**src/rtl/namuru_psend_pkg.sv**
```systemverilog
// namuru_psend_pkg
//  Shared definitions for the Namuru toggle-handshake sender.
//  - ps_state_e          : sender FSM encoding (IDLE=0, WAIT=1)
//  - NAMURU_SYNC_STAGES  : default ack synchroniser depth, shared with the
//                          far-side synchroniser so both ends use the same depth
package namuru_psend_pkg;

    typedef enum logic {
        PS_IDLE = 1'b0,
        PS_WAIT = 1'b1
    } ps_state_e;

    localparam int NAMURU_SYNC_STAGES = 4;

endpackage

```
**src/rtl/namuru_psend_sync.sv**
```systemverilog
// namuru_psend_sync
//  SYNC_STAGES-deep flop chain that brings the asynchronous ack toggle into
//  the clks domain.
//  Ports:
//   clks   in  sole clock
//   rstn   in  asynchronous active-low clear of the chain
//   ack_i  in  asynchronous far-side echo
//   ack_s  out synchronised ack (last stage)
module namuru_psend_sync
    import namuru_psend_pkg::*;
#(
    parameter int SYNC_STAGES = NAMURU_SYNC_STAGES
) (
    input  logic clks,
    input  logic rstn,
    input  logic ack_i,
    output logic ack_s
);

    logic [SYNC_STAGES-1:0] sync_q;

    always_ff @(posedge clks or negedge rstn) begin
        if (!rstn) sync_q <= '0;
        else       sync_q <= {sync_q[SYNC_STAGES-2:0], ack_i};
    end

    assign ack_s = sync_q[SYNC_STAGES-1];

endmodule

```
**src/rtl/namuru_psend.sv**
```systemverilog
// namuru_psend
//  Sender end of the Namuru toggle-handshake crossing (clks domain).
//  Each accepted event flips req_o; the next event is held until the far
//  side echoes the toggle back on ack_i. Events arriving meanwhile are queued
//  in a saturating pending counter.
//  Optional feature: define NAMURU_PSEND_TIMEOUT_EN to abandon a handshake
//  after TIMEOUT_CYC cycles in WAIT (req_o resyncs to ack, tmo_o set).
//  Ports:
//   clks       in  clock
//   rstn       in  asynchronous active-low reset
//   evt_i      in  one-cycle event pulse
//   ack_i      in  asynchronous far-side echo of req_o
//   ovf_clr_i  in  clears ovf_o (and tmo_o when the timeout is built)
//   req_o      out request toggle
//   busy_o     out handshake in flight
//   pend_o     out queued, unsent events
//   ovf_o      out sticky: event dropped on full queue
//   tmo_o      out sticky: ack timeout (constant 0 without the macro)
module namuru_psend
    import namuru_psend_pkg::*;
#(
    parameter int SYNC_STAGES = NAMURU_SYNC_STAGES,
    parameter int PEND_W      = 4,
    parameter int TIMEOUT_CYC = 1024
) (
    input  logic              clks,
    input  logic              rstn,
    input  logic              evt_i,
    input  logic              ack_i,
    input  logic              ovf_clr_i,
    output logic              req_o,
    output logic              busy_o,
    output logic [PEND_W-1:0] pend_o,
    output logic              ovf_o,
    output logic              tmo_o
);

    if (SYNC_STAGES < 2 || SYNC_STAGES > 8) begin : g_bad_sync
        $error("namuru_psend: SYNC_STAGES must be 2..8");
    end
    if (TIMEOUT_CYC < 2) begin : g_bad_tmo
        $error("namuru_psend: TIMEOUT_CYC must be at least 2");
    end

    ps_state_e         state_q, state_d;
    logic              ack_s;
    logic              req_q;
    logic [PEND_W-1:0] pend_q;
    logic              ovf_q;
    logic              launch;
    logic              tmo_hit;
    logic              drop;

    namuru_psend_sync #(.SYNC_STAGES(SYNC_STAGES)) u_sync (
        .clks  (clks),
        .rstn  (rstn),
        .ack_i (ack_i),
        .ack_s (ack_s)
    );

    // State register
    always_ff @(posedge clks or negedge rstn) begin
        if (!rstn) state_q <= PS_IDLE;
        else       state_q <= state_d;
    end

    // Next state; launch marks the cycle an event leaves on req
    always_comb begin
        state_d = state_q;
        launch  = 1'b0;
        unique case (state_q)
            PS_IDLE: if (evt_i || (|pend_q)) begin
                launch  = 1'b1;
                state_d = PS_WAIT;
            end
            PS_WAIT: if ((ack_s == req_q) || tmo_hit) state_d = PS_IDLE;
            default: state_d = PS_IDLE;
        endcase
    end

    // Outputs
    always_comb begin
        busy_o = (state_q == PS_WAIT);
    end

    // An event not taken by a launch this cycle must queue; full queue drops it
    assign drop = evt_i && !launch && (&pend_q);

    always_ff @(posedge clks or negedge rstn) begin
        if (!rstn) begin
            req_q  <= 1'b0;
            pend_q <= '0;
            ovf_q  <= 1'b0;
        end else begin
            if (launch)       req_q <= ~req_q;
            else if (tmo_hit) req_q <= ack_s;   // resync so the next toggle is seen

            // Launch from queue with a fresh event in the same cycle: net zero
            if (launch && (|pend_q) && !evt_i)         pend_q <= pend_q - 1'b1;
            else if (evt_i && !launch && !(&pend_q))   pend_q <= pend_q + 1'b1;

            if (drop)           ovf_q <= 1'b1;
            else if (ovf_clr_i) ovf_q <= 1'b0;
        end
    end

`ifdef NAMURU_PSEND_TIMEOUT_EN
    localparam int TMO_W = (TIMEOUT_CYC > 2) ? $clog2(TIMEOUT_CYC) : 1;

    logic [TMO_W-1:0] tmo_cnt;
    logic             tmo_q;

    // A real ack in the final cycle wins; the timeout only fires on mismatch
    assign tmo_hit = (state_q == PS_WAIT) && (ack_s != req_q) &&
                     (tmo_cnt == TMO_W'(TIMEOUT_CYC - 1));

    always_ff @(posedge clks or negedge rstn) begin
        if (!rstn) begin
            tmo_cnt <= '0;
            tmo_q   <= 1'b0;
        end else begin
            if (launch)                  tmo_cnt <= '0;
            else if (state_q == PS_WAIT) tmo_cnt <= tmo_cnt + 1'b1;

            if (tmo_hit)        tmo_q <= 1'b1;
            else if (ovf_clr_i) tmo_q <= 1'b0;
        end
    end

    assign tmo_o = tmo_q;
`else
    assign tmo_hit = 1'b0;
    assign tmo_o   = 1'b0;
`endif

    assign req_o  = req_q;
    assign pend_o = pend_q;
    assign ovf_o  = ovf_q;

endmodule

```
**config.mk**
```make
export PLATFORM = sky130hd
export DESIGN_NAME = namuru_psend
export DESIGN_NICKNAME = d
export VERILOG_FILES = /design/src/rtl/namuru_psend_pkg.sv /design/src/rtl/namuru_psend_sync.sv /design/src/rtl/namuru_psend.sv
export SDC_FILE = /design/constraint.sdc
export NUM_CORES = 1
export LEC_CHECK = 0
export CAP_MARGIN = 20
export CORE_AREA = 2 2 39 41
export CTS_CLUSTER_SIZE = 24
export DETAILED_ROUTE_END_ITERATION = 10
export DIE_AREA = 0 0 41 43
export DONT_BUFFER_PORTS = 1
export PLACE_DENSITY = 0.54
export SLEW_MARGIN = 20
export SYNTH_ARGS = -nofsm -noshare
export SYNTH_HDL_FRONTEND = slang
export SYNTH_HIERARCHICAL = 1
export SYNTH_SLANG_ARGS = --single-unit
export TNS_END_PERCENT = 30
```
**constraint.sdc**
```tcl
create_clock -name clks -period 6.25 [get_ports clks]
set_input_delay 0.625 -clock clks [delete_from_list [all_inputs] [get_ports clks]]
set_output_delay 0.625 -clock clks [all_outputs]
set_load 0.05 [all_outputs]
```
==> results_dict.tcl <==
set metrics [dict create \
    cts_tree "yes" \
    rr_endpoint "pend_o[3]" \
    antenna_found_initial 0 \
    drt_iter0_markers 2 \
    grt_first_pass_wirelength_um 1410 \
    seqCellArea_sq_um 275 \
    cp-end-kind "flop" \
    synth.top_cell.area_share_pct 54.7 \
    ff2ff_path_depth 8 \
    syn_to_final_growth_pct 7.71 \
    max_slew_margin_pct 58.4 \
    finalMaxSlewViolations 0 \
    gr-total-overflow 0 \
    htreeDepth 1 \
    synthesis.area_sq_um 503 \
    postRouteAntennaNets 0 \
    avgRoutedWirePerCell_um 13.9 \
    die_y_um 43 \
    fmax_ghz 0.406 \
    die_w_um 41 \
    cap_viol_max_count 0 \
    clock_latency_ps 270 \
    startpoint_type "flop" \
    syn-num-nets 48 \
    vias_per_cell 4.97 \
    grt_pass1_vias 316 \
    io_pins 13 \
    yosysUniqueCellTypes 20 \
    path_max_fanout 6 \
    drc 0 \
    seq_area_frac_synth_pct 54.7 \
    ys_warn_count 6 \
    gp_congestion 0.692 \
    cts.clk_slew.worst_paths_ps 70 \
    die_area_sq_um 1760 \
    required_ps 6440 \
    cts_resized 0 \
    fin_crit_ps 2460 \
    setup_tns_ps 0 \
    synth_edf_count 0 \
    synth_seq_cells 11 \
    synth_area_leaders "dfrtp_1 (55%), xor2_1 (5.2%), ha_1 (5.0%)" \
    cts-root-buf "clkbuf_4" \
    grt_setup_unrepaired "false" \
    grt_max_degree 12 \
    diodes 0 \
    layout_commonest_cell "dfrtp_1" \
    io_buffers 0 \
    regToRegSetupSlack_ps 3790 \
    most-common-layout-cells "dfrtp_1 (11), inv_1 (5), xor2_1 (3), clkbuf_4 (3)" \
    timing.rr.start "pend_o[0]" \
    worstMarginPinSlew_ps 624 \
    path_class "flop to flop" \
    vias 293 \
    place_hpwl_um 650 \
    setup_violations 0 \
    core_area_sq_um 1380 \
    numCtsBuffers 3 \
    drive_above_1_share_pct 16.3 \
    skew_ps 2.32 \
    synthFlopType "dfrtp_1" \
    grt_use_total_pct 12.8 \
    num_rows 14 \
    multi_input_area_sq_um 201 \
    clock-sinks 11 \
    fin_crit_sh_pct 39.4 \
    synth_cells 40 \
    status "finished clean" \
    n_fill_cell 135 \
    synth_area_per_cell_sq_um 12.6 \
    clockBufferDepth 2 \
    cp_data_arrival_time_ps 2660 \
    holdCritPathClass "primary input to async pin" \
    synthArstFlopShare_pct 100 \
    layout.nets 52 \
    totalWireLength_um 819 \
    hold_violations 0 \
    start_util_pct 36.3 \
    hold_buffers 0 \
    postCtsSetupBuffers 0 \
    first_pass_iters 2 \
    yosys.area.top_type "dfrtp_1" \
]
-- flip-flops by register name, summed over array words and instances (netlist names) --
name,count
pend_o,4
u_sync/sync_q,4
req_o,1
ovf_o,1
busy_o,1
-- how the worst max path moves through the flow --
stage,start,end,slack (ps),cells past startpoint
final,pend_o[0],pend_o[3],3790,8
after global routing,pend_o[0],pend_o[3],3590,8
after CTS,pend_o[0],pend_o[3],3770,8
after detailed placement,pend_o[0],pend_o[3],3790,8
after global placement,pend_o[0],pend_o[3],3840,8
after floorplan,pend_o[0],pend_o[3],3970,8
-- metrics by stage --
stage                     cells  utilization (%)  setup slack [ps]  area (sq um)  hold WS (ps)
after floorplan              40                -              3970           503           329
after global placement       55             37.3              3840           515           330
after detailed placement     55             37.3              3790           515           330
after CTS                    59             39.2              3770           542          27.3
after global routing         59             39.2              3590           542          21.4
final                        59             39.2              3790           542          41.8
-- critical path, cell delays in order (launching register included) --
cell and delay (ps):
dfrtp_1 620, nor4_1 450, or3_4 210, inv_1 60, ha_1 260, a21o_2 210
a21oi_1 170, mux2i_1 240, xor2_1 160
-- cell families (layout without fill, tap and decap cells) --
group	after synthesis	in the layout	share of synthesized area, %
AO/OA/AOI/OAI	5	5	6.47
XOR/XNOR	5	5	8.71
adder cells (fa/ha/maj)	3	3	8.95
buffers and inverters	6	9	5.22
flip-flops	11	11	54.7
multiplexers	3	3	6.96
other	1	1	0.746
AND/OR/NAND/NOR	6	6	8.21
-- Yosys cell counts, types with 2 or more instances --
master	count
dfrtp_1	11
inv_1	5
xor2_1	3
a21oi_1	2
ha_1	2
mux2i_1	2
xnor2_1	2
-- layer usage --
layer | up-vias | track usage [%] | wire (um)
met5 | - | 0 | 0
met4 | 0 | 12.0 | 38
met3 | 5 | 4.19 | 67
met2 | 12 | 18.1 | 380
met1 | 137 | 13.9 | 333
li1 | 139 | - | -
-- cell type report --
type / count / area share, %
Sequential cell: 11 / 50.8
Clock buffer: 4 / 4.85
Inverter: 5 / 3.46
Multi-Input combinational cell: 23 / 37.2
Tap cell: 16 / 3.70
Power is left out: the tool's default activity adds up to more than one toggle a clock period on the data nets, which glitch-free logic cannot reach.
